$ cat config.mk
export PLATFORM = sky130hd
export DESIGN_NAME = counter_scheduler_flat
export DESIGN_NICKNAME = d
export VERILOG_FILES = /design/src/rtl/counter_scheduler_pkg.sv /design/src/rtl/counter_scheduler_if.sv /design/src/rtl/counter_scheduler_rr_arbiter.sv /design/src/rtl/counter_scheduler.sv /design/src/flat_wrapper.sv
export SDC_FILE = /design/constraint.sdc
export NUM_CORES = 1
export LEC_CHECK = 0
export ABC_AREA = 1
export BUFFER_PORTS_ARGS = -buffer_cell sky130_fd_sc_hd__buf_2
export CAP_MARGIN = 20
export CORE_AREA = 2 2 121 76
export DETAILED_ROUTE_END_ITERATION = 12
export DIE_AREA = 0 0 123 78
export GPL_TIMING_DRIVEN = 0
export REMOVE_ABC_BUFFERS = 1
export SYNTH_ARGS = -nofsm -noshare
export SYNTH_HDL_FRONTEND = slang
export SYNTH_HIERARCHICAL = 1
export SYNTH_SLANG_ARGS = --single-unit
$ cat constraint.sdc
create_clock -name clk -period 4 [get_ports clk]
set_clock_uncertainty 0.15 [all_clocks]
set_input_delay 0.6 -clock clk [delete_from_list [all_inputs] [get_ports clk]]
set_output_delay 0.6 -clock clk [all_outputs]
set_load 0.02 [all_outputs]
$ cat src/rtl/counter_scheduler_pkg.sv
// Shared types and helpers for the counter scheduler: FSM state encoding and
// extraction of one requester's length from the packed length bus.
package counter_scheduler_pkg;

  typedef enum logic [1:0] {
    ST_IDLE = 2'd0,
    ST_RUN  = 2'd1,
    ST_DONE = 2'd2
  } state_e;

  // Widest supported packed length bus and per-requester length.
  localparam int unsigned LEN_FLAT_W = 1024;
  localparam int unsigned LEN_MAX_W  = 32;

  function automatic logic [LEN_MAX_W-1:0] len_slice(
    input logic [LEN_FLAT_W-1:0] len_flat,
    input int unsigned           n,
    input int unsigned           i
  );
    logic [LEN_FLAT_W-1:0] shifted;
    shifted = len_flat >> (i * n);
    return shifted[LEN_MAX_W-1:0] & ((LEN_MAX_W'(1) << n) - LEN_MAX_W'(1));
  endfunction

endpackage

$ cat src/rtl/counter_scheduler_if.sv
// Request/grant bundle between the client blocks and the counter scheduler.
interface counter_scheduler_if #(
  parameter int N = 8,
  parameter int R = 4
);
  logic [R-1:0]   req;
  logic [R*N-1:0] len;
  logic           abort;
  logic [R-1:0]   gnt;
  logic [R-1:0]   done;
  logic           aborted;
  logic           busy;
  logic [N-1:0]   cnt;

  modport master (
    output req, len, abort,
    input  gnt, done, aborted, busy, cnt
  );

  modport slave (
    input  req, len, abort,
    output gnt, done, aborted, busy, cnt
  );
endinterface

$ cat src/rtl/counter_scheduler_rr_arbiter.sv
// Combinational round-robin pick: first set request at or after ptr_i,
// searching upward modulo R.
module rr_arbiter #(
  parameter int R  = 4,
  parameter int IW = (R > 1) ? $clog2(R) : 1
) (
  input  logic [R-1:0]  req_i,
  input  logic [IW-1:0] ptr_i,
  output logic [R-1:0]  win_o,
  output logic [IW-1:0] win_idx_o
);

  logic [IW-1:0] idx;
  logic          found;

  always_comb begin
    win_o     = '0;
    win_idx_o = '0;
    found     = 1'b0;
    idx       = '0;
    for (int k = 0; k < R; k++) begin
      idx = IW'((int'(ptr_i) + k) % R);
      if (!found && req_i[idx]) begin
        win_o[idx] = 1'b1;
        win_idx_o  = idx;
        found      = 1'b1;
      end
    end
  end

endmodule

$ cat src/rtl/counter_scheduler.sv
// Shares one interval counter among R requesters: round-robin grant, timed
// run of the winner's length, then a four-phase done handshake.
//
//   state   | meaning
//   --------+-----------------------------------------------------------
//   IDLE    | no grant; arbitrate among pending requests
//   RUN     | counting the winner's interval, cnt = 0 .. len-1
//   DONE    | done/gnt held until the winner drops its request
module counter_scheduler
  import counter_scheduler_pkg::*;
#(
  parameter int N = 8,
  parameter int R = 4
) (
  input logic                clk,
  input logic                rst_n,
  counter_scheduler_if.slave bus
);

  localparam int IW = (R > 1) ? $clog2(R) : 1;

  state_e                state_q, state_d;
  logic [IW-1:0]         ptr_q, ptr_d;
  logic [IW-1:0]         w_q, w_d;
  logic [N-1:0]          rem_q, rem_d;
  logic [N-1:0]          cnt_q, cnt_d;
  logic [R-1:0]          gnt_q, gnt_d;
  logic [R-1:0]          done_q, done_d;
  logic                  aborted_q, aborted_d;
  logic                  busy_q, busy_d;

  logic [R-1:0]          win;
  logic [IW-1:0]         win_idx;
  logic [N-1:0]          win_len;
  logic [LEN_FLAT_W-1:0] len_flat;
  logic                  any_req;
  logic                  req_w;
  logic                  stop_early;
  logic                  term_cnt;

  rr_arbiter #(
    .R  (R),
    .IW (IW)
  ) u_arb (
    .req_i     (bus.req),
    .ptr_i     (ptr_q),
    .win_o     (win),
    .win_idx_o (win_idx)
  );

  assign len_flat   = LEN_FLAT_W'(bus.len);
  assign win_len    = N'(len_slice(len_flat, N, 32'(win_idx)));
  assign any_req    = |bus.req;
  assign req_w      = bus.req[w_q];
  assign stop_early = bus.abort | ~req_w;
  // rem_q holds the cycles still to run after the current one
  assign term_cnt   = (rem_q == '0);

  always_ff @(posedge clk) begin
    if (!rst_n) begin
      state_q   <= ST_IDLE;
      ptr_q     <= '0;
      w_q       <= '0;
      rem_q     <= '0;
      cnt_q     <= '0;
      gnt_q     <= '0;
      done_q    <= '0;
      aborted_q <= 1'b0;
      busy_q    <= 1'b0;
    end else begin
      state_q   <= state_d;
      ptr_q     <= ptr_d;
      w_q       <= w_d;
      rem_q     <= rem_d;
      cnt_q     <= cnt_d;
      gnt_q     <= gnt_d;
      done_q    <= done_d;
      aborted_q <= aborted_d;
      busy_q    <= busy_d;
    end
  end

  always_comb begin
    state_d = state_q;
    case (state_q)
      ST_IDLE: if (any_req) state_d = (win_len == '0) ? ST_DONE : ST_RUN;
      ST_RUN:  if (stop_early || term_cnt) state_d = ST_DONE;
      ST_DONE: if (!req_w) state_d = ST_IDLE;
      default: state_d = ST_IDLE;
    endcase
  end

  always_comb begin
    ptr_d     = ptr_q;
    w_d       = w_q;
    rem_d     = rem_q;
    cnt_d     = '0;
    gnt_d     = gnt_q;
    done_d    = done_q;
    aborted_d = aborted_q;
    busy_d    = (state_d != ST_IDLE);
    case (state_q)
      ST_IDLE: begin
        if (any_req) begin
          w_d       = win_idx;
          rem_d     = win_len - 1'b1;
          gnt_d     = win;
          done_d    = (win_len == '0) ? win : '0;
          aborted_d = 1'b0;
        end
      end
      ST_RUN: begin
        if (state_d == ST_RUN) begin
          cnt_d = cnt_q + 1'b1;
          rem_d = rem_q - 1'b1;
        end else begin
          // abort and withdrawal both outrank a simultaneous normal finish
          done_d    = gnt_q;
          aborted_d = stop_early;
        end
      end
      ST_DONE: begin
        if (state_d == ST_IDLE) begin
          gnt_d     = '0;
          done_d    = '0;
          aborted_d = 1'b0;
          ptr_d     = (w_q == IW'(R - 1)) ? '0 : w_q + 1'b1;
        end
      end
      default: begin
        gnt_d     = '0;
        done_d    = '0;
        aborted_d = 1'b0;
      end
    endcase
  end

  assign bus.gnt     = gnt_q;
  assign bus.done    = done_q;
  assign bus.aborted = aborted_q;
  assign bus.busy    = busy_q;
  assign bus.cnt     = cnt_q;

endmodule

$ cat src/flat_wrapper.sv
// flat-port wrapper written by rule: the top's interface ports become plain ports
module counter_scheduler_flat import counter_scheduler_pkg::*;
#(
  parameter int N = 8,
  parameter int R = 4
)
  (clk, rst_n, bus_req, bus_len, bus_abort, bus_gnt, bus_done, bus_aborted, bus_busy, bus_cnt);
  counter_scheduler_if #(.N(N), .R(R)) bus_i ();
  input logic clk;
  input logic rst_n;
  input wire logic [$bits(bus_i.req)-1:0] bus_req;
  input wire logic [$bits(bus_i.len)-1:0] bus_len;
  input wire logic [$bits(bus_i.abort)-1:0] bus_abort;
  output wire logic [$bits(bus_i.gnt)-1:0] bus_gnt;
  output wire logic [$bits(bus_i.done)-1:0] bus_done;
  output wire logic [$bits(bus_i.aborted)-1:0] bus_aborted;
  output wire logic [$bits(bus_i.busy)-1:0] bus_busy;
  output wire logic [$bits(bus_i.cnt)-1:0] bus_cnt;
  assign bus_i.req = bus_req;
  assign bus_i.len = bus_len;
  assign bus_i.abort = bus_abort;
  assign bus_gnt = bus_i.gnt;
  assign bus_done = bus_i.done;
  assign bus_aborted = bus_i.aborted;
  assign bus_busy = bus_i.busy;
  assign bus_cnt = bus_i.cnt;
  counter_scheduler #(.N(N), .R(R)) u_core (.clk(clk), .rst_n(rst_n), .bus(bus_i));
endmodule
==> results of run 1 <==
==> placed cells by master (no fill, tap or decap) <==
cell	netlist	routed
a21boi_0	4	4
a21oi_1	16	16
a21oi_4	1	1
a31oi_1	1	1
buf_2	2	56
buf_4	1	1
clkbuf_16	0	5
clkbuf_8	0	2
clkinv_1	1	1
dfxtp_1	32	30
dfxtp_2	0	2
ha_1	8	8
inv_1	33	33
inv_2	7	7
inv_6	2	2
nand2_1	128	128
nand2_2	5	5
nand2_4	5	5
nand3_1	52	52
nand3_2	2	2
nand3_4	1	1
nand4_1	6	6
nand4_2	1	1
nor2_1	36	36
nor2_2	16	16
nor2_4	1	1
nor2_8	1	1
nor3_1	1	1
o21ai_0	13	13
o21ai_1	8	8
o21ai_2	1	1
xnor2_1	3	3
xor2_1	4	4
==> final cells by class <==
type | count | area (µm²) | area share [%]
well taps | 112 | 140 | 4.69
multi-input cells | 314 | 1600 | 53.3
repair buffers | 57 | 288 | 9.62
inverters | 43 | 171 | 5.73
clock buffers | 7 | 153 | 5.10
flip-flops and latches | 32 | 643 | 21.5
==> registers in the layout (all words and copies together), names as in the netlist <==
| register | cells |
|---|---|
| u_core/w_q | 2 |
| u_core/bus.gnt | 4 |
| u_core/bus.cnt | 8 |
| u_core/ptr_q | 2 |
| u_core/bus.done | 4 |
| u_core/state_q | 2 |
| u_core/bus.busy | 1 |
| u_core/bus.aborted | 1 |
| u_core/rem_q | 8 |
==> routing by layer <==
layer	vias to the layer above	wire length, µm	global-route usage (%)
li1	1381	-	-
met1	1175	3330	19.8
met2	57	2510	19.3
met3	3	362	4.04
met4	0	21	2.16
met5	-	0	0
==> power by group through the flow <==
stage	clock network [mW]	logic (mW)	registers (mW)
detailed placement	0	0.731	0.443
finish	0.388	0.737	0.437
floorplan	0	0.543	0.450
global route	0.413	0.840	0.447
global placement	0	0.722	0.442
CTS	0.401	0.735	0.437
==> logic make-up after synthesis <==
kind of cell,count (synthesis),synth area share [%]
xor+xnor,7,2.47
fa+ha+maj,8,4.03
flops,32,25.8
simple gates,255,47.8
buf+inv,52,10.0
compound gates,44,9.92
==> worst max-delay path: stages, from the launching register on <==
cell,delay [ns]
dfxtp_2,0.42
inv_1,0.17
ha_1,0.36
inv_1,0.13
nand3_1,0.08
nand2_1,0.12
nand3_1,0.08
nor2_1,0.14
nor2_1,0.06
nor2_1,0.27
buf_4,0.28
inv_6,0.09
nand2_1,0.07
nand3_1,0.06
nand2_1,0.11
nand2_1,0.07
o21ai_2,0.11
ha_1,0.30
nand3_1,0.10
nand2_1,0.07
nand3_1,0.07
nand2_1,0.07
inv_1,0.03
==> metrics by stage <==
stage	std cells	hold slack, ns
floorplan	389	0.351
global placement	557	0.301
detailed placement	558	0.308
CTS	565	0.313
global route	565	0.345
finish	565	0.312
==> final timing paths <==
kind,cells after the start,start,slack (ns),end
max,22,u_core/ptr_q[1],0.44,u_core/rem_q[6]
min,2,u_core/bus.aborted,0.31,u_core/bus.aborted
max reg2reg,22,u_core/ptr_q[1],0.44,u_core/rem_q[6]
min reg2reg,2,u_core/bus.aborted,0.31,u_core/bus.aborted
==> repair_timing <==
action / 4_1_cts / 5_1_grt
setup endpoints to repair: 0 / 2
setup buffers: 0 / 0
resized for setup: 0 / 2
==> flow_summary_export.csv, run 1 <==
group,metric,value,unit
status,status,"finished, final reports clean",
synth,synth-seq-cells,32,
floorplanning,coreArea,8390,µm²
pwr,combPwrFrac,47.2,%
synth,yosysMostFrequentCell,"nand2_1",
placement,placed_cell_area,2840,µm²
placement,gp_congestion,0.907,
sta,fin_crit_sh,89.0,%
grt,grt_antenna_before_repair,0,
sta,slew_headroom,69.0,%
detailed_routing,first_pass_iters,4,
placement,pre_cts_ws,0.330,ns
synth,synth_edf_count,0,
synth,synth_commonest_cells,"128 x nand2_1, 52 x nand3_1, 36 x nor2_1",
synth,synth.distinct_cells,32,
synth,syn_area,2480,µm²
worst_hold_path,hold_path.class,"reg -> reg",
synth,avgSynthCellArea,6.24,µm²
synth,ys.flop_type,"dfxtp_1",
pwr,switchingPower,0.677,mW
synth,synth_top_cell_by_area,"dfxtp_1",
grt,grt-ovfl-total,0,
clock_tree,cts_tree,"built",
sta,period_needed,3.56,ns
clock_tree,ctsHoldBuffers,0,
sta,hold_viol_final,0,
pwr,swShare,43.4,%
clock_tree,clk_pin_slew,0.05,ns
sta,fin_ws,0.441,ns
synth,ys_top_cells_by_area,"dfxtp_1 26%, nand2_1 19%, nand3_1 10%",
sta,tightest_slew,0.464,ns
synth,synthArstFlopShare,0,%
clock_tree,cts_max_level,2,
floorplanning,rows,26,
pwr,ir_worst_vdd,0.230,mV
pwr,power.density,522,nW/µm²
sta,drv_slew,0,
worst_setup_path,worstPathArrival,3.58,ns
layout,utilization,35.6,%
floorplanning,die_w,123,µm
pwr,p_seq_share,28.0,%
pwr,power_leakage,1.49,nW
clock_tree,clock-sinks,32,
floorplanning,die_h,78,µm
synth,netlist_instances,398,
clock_tree,cts_buffer_depth,2,
grt,grt_pass1_wl,10400,µm
placement,hpwl,4960,µm
layout,area_delta_synth_final,20.3,%
layout,post-route-cell-area,2990,µm²
pwr,p_int,0.884,mW
detailed_routing,drcViolationCount,0,
sta,rsz0062_at_grt,"no",
detailed_routing,routed_wl,6220,µm
clock_tree,cts_root_buffer,"clkbuf_16",
floorplanning,start_util,29.6,%
detailed_routing,vias,2616,
clock_tree,clkLatencyLatePin,0.27,ns
grt,grtUsageTotal,13.4,%
layout,diodes,0,
sta,setup_viol,0,
placement,io_buffers,56,
floorplanning,ios,57,
grt,grt_max_degree,18,
run,cap_viol_max_count,0,
layout,nFillCells,919,
layout,drive_above_1_share,24.1,%
sta,timing.fmax,281,MHz
worst_setup_path,worst-setup-path-type,"reg -> reg",
sta,fin_tns_setup,0,ns
detailed_routing,drt_iter0_markers,172,
synth,synth_top_area_share,25.8,%
detailed_routing,wire_per_inst,11.0,µm
clock_tree,numCtsBuffers,5,
detailed_routing,viasPerCell,4.63,
layout,fin_nets,500,
worst_setup_path,cp.required,4.02,ns
worst_setup_path,crit_fanout,17,
worst_setup_path,startpoint_type,"flop",
floorplanning,dieArea,9590,µm²
synth,yosys_warnings,6,
detailed_routing,ant_nets,0,
pwr,total_power,1.56,mW
grt,first_global_vias,2345,
pwr,clkPwrFrac,24.9,%
synth,yosysSeqAreaShare,25.8,%
worst_setup_path,worst_setup_path_end_kind,"flop",
Power figures use the tool's default switching activity.
==> run 2, diff against run 1 <==
Settings changed: PLACE_DENSITY set to 0.48.
==> run 2 against run 1 <==
- non-clock buffer count stayed put
- sequential share of layout area is 0.099 points lower
- routed wire length is 5.6% higher
- highest routed layer unchanged
- critical path type unchanged
==> flow_summary_export.csv, run 2 (synthesized netlist as in run 1, its figures left out) <==
group,metric,value,unit
pwr,combPwrFrac,46.0,%
floorplanning,die_w,123,µm
worst_setup_path,reg2reg_slack,0.46,ns
detailed_routing,wire_per_inst,11.6,µm
worst_setup_path,worstPathArrival,3.56,ns
placement,gp_congestion,0.816,
pwr,p_seq_share,27.2,%
clock_tree,postCtsSetupBuffers,0,
detailed_routing,drcViolationCount,0,
worst_setup_path,r2r-start,"u_core/ptr_q[0]",
detailed_routing,viasPerCell,4.52,
detailed_routing,vias,2557,
floorplanning,rows,26,
floorplanning,ios,57,
clock_tree,cts_max_level,2,
sta,hold_viol_final,0,
clock_tree,numCtsBuffers,5,
layout,post-route-cell-area,3000,µm²
status,status,"finished, final reports clean",
sta,tightest_slew,0.445,ns
grt,grt_use_met3,3.75,%
detailed_routing,drt_iter0_markers,120,
worst_setup_path,startpoint,"u_core/ptr_q[0]",
grt,grt_antenna_before_repair,0,
placement,placed_cell_area,2840,µm²
grt,met1_usage,22.0,%
worst_setup_path,path_cells,"inv_6 > ha_1 > inv_1 > nand3_1 > nand2_1 > nand3_1 > nor2_1 > nor2_1 > nor2_2 > buf_4 > inv_6 > nand2_1 > nand3_1 > nand2_1 > nand2_1 > o21ai_2 > ha_1 > nand3_1 > nand2_1 > nand3_1 > nand2_1 > inv_1",
detailed_routing,first_pass_iters,5,
worst_setup_path,cp.required,4.03,ns
grt,grt-ovfl-total,0,
sta,fin_tns_setup,0,ns
sta,timing.fmax,283,MHz
worst_setup_path,cpMostUsedCell,"nand2_1",
worst_setup_path,critical-path-max-stage-delay,0.50,ns
layout,area_delta_synth_final,20.9,%
worst_setup_path,cp-endpoint,"u_core/rem_q[6]",
run,cap_viol_max_count,0,
clock_tree,clock-sinks,32,
floorplanning,dieArea,9590,µm²
pwr,clkPwrFrac,26.8,%
floorplanning,coreArea,8390,µm²
floorplanning,die_h,78,µm
sta,rsz0062_at_grt,"no",
pwr,ir_worst_vdd,0.186,mV
sta,setup_viol,0,
grt,first_global_vias,2352,
sta,drv_slew,0,
layout,final_cell_mix,"128 x nand2_1, 56 x buf_2, 52 x nand3_1",
placement,dpl.cell_count,558,
sta,fin_crit_sh,88.4,%
clock_tree,clkLatencyLatePin,0.28,ns
worst_setup_path,worst_setup_path_end_kind,"flop",
detailed_routing,ant_nets,0,
worst_setup_path,r2r_end,"u_core/rem_q[6]",
placement,hpwl,5130,µm
grt,grtUsageTotal,14.5,%
layout,fin_nets,500,
pwr,p_int,0.916,mW
detailed_routing,routed_wl,6570,µm
pwr,swShare,43.1,%
clock_tree,cts_tree,"built",
sta,period_needed,3.54,ns
clock_tree,clk_pin_slew,0.05,ns
layout,layout_commonest_cell,"nand2_1",
grt,grt_max_degree,18,
worst_setup_path,startpoint_type,"flop",
worst_setup_path,ff2ff_path_depth,22,
layout,diodes,0,
grt,grt_pass1_wl,11200,µm
sta,slew_headroom,70.3,%
worst_setup_path,crit_fanout,17,
worst_setup_path,crit_slowest_cell,"dfxtp_2",
floorplanning,start_util,29.6,%
layout,drive_above_1_share,24.2,%
clock_tree,cts_root_buffer,"clkbuf_16",
placement,io_buffers,56,
worst_setup_path,worst-setup-path-type,"reg -> reg",
pwr,power.density,536,nW/µm²
clock_tree,cts_buffer_depth,2,
pwr,switchingPower,0.694,mW
layout,stdcell_count,566,
worst_hold_path,hold_path.class,"reg -> reg",
grt,grt.busiest_layer,"met1",
pwr,power_leakage,1.50,nW
grt,grtUsageMet2,20.3,%
==> run 2: power by group through the flow <==
stage               registers (mW)  clock network [mW]  logic (mW)
floorplan                    0.450                   0       0.543
global placement             0.444                   0       0.734
detailed placement           0.444                   0       0.739
CTS                          0.438               0.446       0.742
global route                 0.448               0.463       0.854
finish                       0.438               0.431       0.740
==> run 2: repair_timing <==
item	in CTS	in global routing
resized for setup	0	3
hold endpoints to repair	0	0
hold buffers	0	0
setup endpoints to repair	0	7
==> run 2: layout make-up <==
cell class              count  area (µm²)
fillers                   945        5390
multi-input cells         314        1600
flip-flops and latches     32         643
repair buffers             57         288
inverters                  43         171
well taps                 112         140
clock buffers               6         129
clock inverters             2        35.0
==> run 2: through the flow <==
stage | worst slack [ns] | total power [mW] | hold WS, ns | utilization (%)
floorplan | 0.566 | 0.994 | 0.351 | -
global placement | -0.321 | 1.18 | 0.303 | 33.7
detailed placement | 0.222 | 1.18 | 0.307 | 33.8
CTS | 0.208 | 1.63 | 0.321 | 35.7
global route | 0.135 | 1.76 | 0.353 | 35.8
finish | 0.464 | 1.61 | 0.313 | 35.8
==> run 2: worst max-delay path, delay by kind of cell (launching register included) <==
| family | cells | cell delay, ns |
|---|---|---|
| fa+ha+maj | 2 | 0.66 |
| flops | 1 | 0.50 |
| simple gates | 14 | 1.39 |
| buf+inv | 5 | 0.61 |
| compound gates | 1 | 0.12 |
==> run 2: worst min-delay path by stage <==
stage                        from                 end  slack, ns  cells after the start
2_1_floorplan     u_core/rem_q[2]     u_core/rem_q[2]       0.35                      2
5_1_grt        u_core/bus.aborted  u_core/bus.aborted       0.35                      2
3_3_place_gp    u_core/bus.cnt[0]   u_core/bus.cnt[0]       0.30                      1
3_5_place_dp    u_core/bus.cnt[0]   u_core/bus.cnt[0]       0.31                      1
6_report        u_core/bus.cnt[0]   u_core/bus.cnt[0]       0.31                      1
4_1_cts         u_core/bus.cnt[0]   u_core/bus.cnt[0]       0.32                      1
==> run 2: metal layers <==
metal  vias up  share of wire, %  routed length [µm]
met2        63                39                2540
met3         7               6.2                 410
met4         0              0.67                  44
met1      1101                54                3580
li1       1386                 -                   -
met5         -                 0                   0
==> run 3, diff against run 2 <==
Settings changed: CELL_PAD_IN_SITES_DETAIL_PLACEMENT set to 0, CELL_PAD_IN_SITES_GLOBAL_PLACEMENT set to 2, CORE_AREA 2 2 121 76 to 2 2 125 78, CTS_BUF_LIST set to sky130_fd_sc_hd__clkbuf_8 sky130_fd_sc_hd__clkbuf_16, DIE_AREA 0 0 123 78 to 0 0 127 80, PLACE_DENSITY 0.48 to 0.78.
==> run 3 against run 2 <==
- core utilization shrank 2.3 points
- final cell count rose by 0.71%
- sequential cell count stayed put
- register-to-register slack is essentially flat
- die area increased by 5.9%
==> flow_summary_export.csv, run 3 (synthesized netlist as in run 1, its figures left out) <==
group,metric,value,unit
worst_hold_path,hold_path.class,"reg -> reg",
worst_setup_path,path_cells,"inv_1 > ha_1 > inv_1 > nand3_1 > nand2_2 > nor2_8 > nand3_1 > nand3_1 > inv_2 > nand3_1 > nand2_1 > nand2_1 > o21ai_2 > ha_1 > nand3_1 > nand2_1 > nand3_1 > nand2_1 > inv_1",
sta,fin_hold_ws,0.321,ns
detailed_routing,viasPerCell,4.48,
detailed_routing,vias,2556,
placement,hpwl,5290,µm
worst_setup_path,cp-endpoint,"u_core/rem_q[6]",
status,status,"finished, final reports clean",
layout,drive_above_1_share,24.0,%
worst_setup_path,worst_setup_path_end_kind,"flop",
clock_tree,clk_pin_slew,0.06,ns
grt,grt_pass1_wl,11400,µm
grt,grt-ovfl-total,0,
sta,drv_slew,0,
grt,grtUsageTotal,14.0,%
pwr,power.density,533,nW/µm²
layout,final_cell_mix,"128 x nand2_1, 56 x buf_2, 52 x nand3_1",
clock_tree,ctsHoldBuffers,0,
floorplanning,die_w,127,µm
placement,gp_congestion,0.801,
worst_setup_path,startpoint_type,"flop",
layout,fin_nets,500,
clock_tree,numCtsBuffers,5,
clock_tree,clock-sinks,32,
layout,nFillCells,1019,
worst_setup_path,ff2ff_path_depth,19,
floorplanning,start_util,27.7,%
worst_setup_path,r2r-start,"u_core/ptr_q[1]",
detailed_routing,ant_nets,0,
floorplanning,coreArea,8990,µm²
sta,hold_viol_final,0,
placement,io_buffers,56,
placement,dpl.cell_count,562,
worst_setup_path,worstPathArrival,3.57,ns
worst_setup_path,crit_slowest_cell,"dfxtp_1",
floorplanning,ios,57,
layout,area_delta_synth_final,21.2,%
layout,layout_commonest_cell,"nand2_1",
worst_setup_path,cp.required,4.02,ns
worst_setup_path,cpMostUsedCell,"nand3_1",
sta,slew_headroom,68.8,%
sta,period_needed,3.55,ns
detailed_routing,routed_wl,6660,µm
detailed_routing,drt_iter0_markers,147,
clock_tree,clkLatencyLatePin,0.28,ns
clock_tree,cts_root_buffer,"clkbuf_16",
clock_tree,cts_tree,"built",
worst_setup_path,worst-setup-path-type,"reg -> reg",
floorplanning,rows,27,
worst_setup_path,startpoint,"u_core/ptr_q[1]",
grt,grt_max_degree,18,
sta,timing.fmax,282,MHz
worst_setup_path,reg2reg_slack,0.45,ns
grt,grt_antenna_before_repair,0,
clock_tree,cts_buffer_depth,2,
sta,fin_tns_setup,0,ns
run,cap_viol_max_count,0,
detailed_routing,drcViolationCount,0,
detailed_routing,first_pass_iters,5,
sta,setup_viol,0,
floorplanning,die_h,80,µm
pwr,power_leakage,1.50,nW
grt,first_global_vias,2429,
sta,tightest_slew,0.467,ns
pwr,ir_worst_vdd,0.205,mV
detailed_routing,wire_per_inst,11.7,µm
clock_tree,cts_max_level,2,
worst_setup_path,crit_fanout,9,
sta,rsz0062_at_grt,"no",
floorplanning,dieArea,10200,µm²
worst_setup_path,critical-path-max-stage-delay,0.50,ns
worst_setup_path,r2r_end,"u_core/rem_q[6]",
layout,stdcell_count,570,
sta,fin_crit_sh,88.7,%
layout,diodes,0,
## run 3: worst min path at each step
stage / cells past startpoint / start / endpoint / slack (ns)
after detailed placement: 2 / u_core/bus.done[1] / u_core/bus.done[1] / 0.32
after global routing: 2 / u_core/bus.gnt[2] / u_core/bus.gnt[2] / 0.34
after global placement: 1 / u_core/bus.cnt[0] / u_core/bus.cnt[0] / 0.30
after CTS: 2 / u_core/bus.done[1] / u_core/bus.done[1] / 0.32
after floorplan: 2 / u_core/rem_q[2] / u_core/rem_q[2] / 0.35
final: 2 / u_core/bus.done[1] / u_core/bus.done[1] / 0.32
## run 3: power breakdown
part	total, mW	switching (mW)	internal, mW
Sequential	0.435	0.0534	0.382
Clock	0.424	0.134	0.290
Combinational	0.744	0.502	0.243
Total	1.60	0.689	0.914
## run 3: timing repair
action	in CTS	in global routing
gates resized for setup	0	2
setup buffers	0	0
endpoints found under the setup margin	0	6
endpoints found under the hold margin	0	0
## run 3: metrics by stage
stage               util (%)  setup slack, ns  power, mW  area [µm²]
floorplan                  -            0.566      0.994        2410
global placement        31.5           -0.374       1.18        2830
detailed placement      31.6            0.222       1.19        2840
CTS                     33.5            0.198       1.63        3010
global route            33.5           0.0447       1.76        3010
finish                  33.5            0.452       1.60        3010
## run 3: layout make-up
class | count | area [µm²] | share of cell area, %
Sequential cell | 32 | 642 | 21.3
Timing Repair Buffer | 57 | 292 | 9.68
Multi-Input combinational cell | 314 | 1600 | 53.1
Tap cell | 116 | 145 | 4.82
Clock inverter | 3 | 38.8 | 1.29
Clock buffer | 5 | 125 | 4.15
Inverter | 43 | 171 | 5.69
## run 3: critical path, delay by kind of cell (launching register included)
| kind | cells | cell delay [ns] |
|---|---|---|
| AOI/OAI and AO/OA | 1 | 0.14 |
| DFF | 1 | 0.50 |
| and+or+nand+nor | 12 | 1.28 |
| adders and majority gates | 2 | 0.68 |
| buffers and inverters | 4 | 0.68 |
## run 3: routing by layer
layer	wire length (µm)	share of wire (%)	up-vias	GRT usage, %
met5	0	0	-	0
met3	272	4.1	2	3.49
met4	19	0.29	0	1.98
li1	-	-	1389	-
met2	2640	40	50	21.0
met1	3730	56	1115	20.4
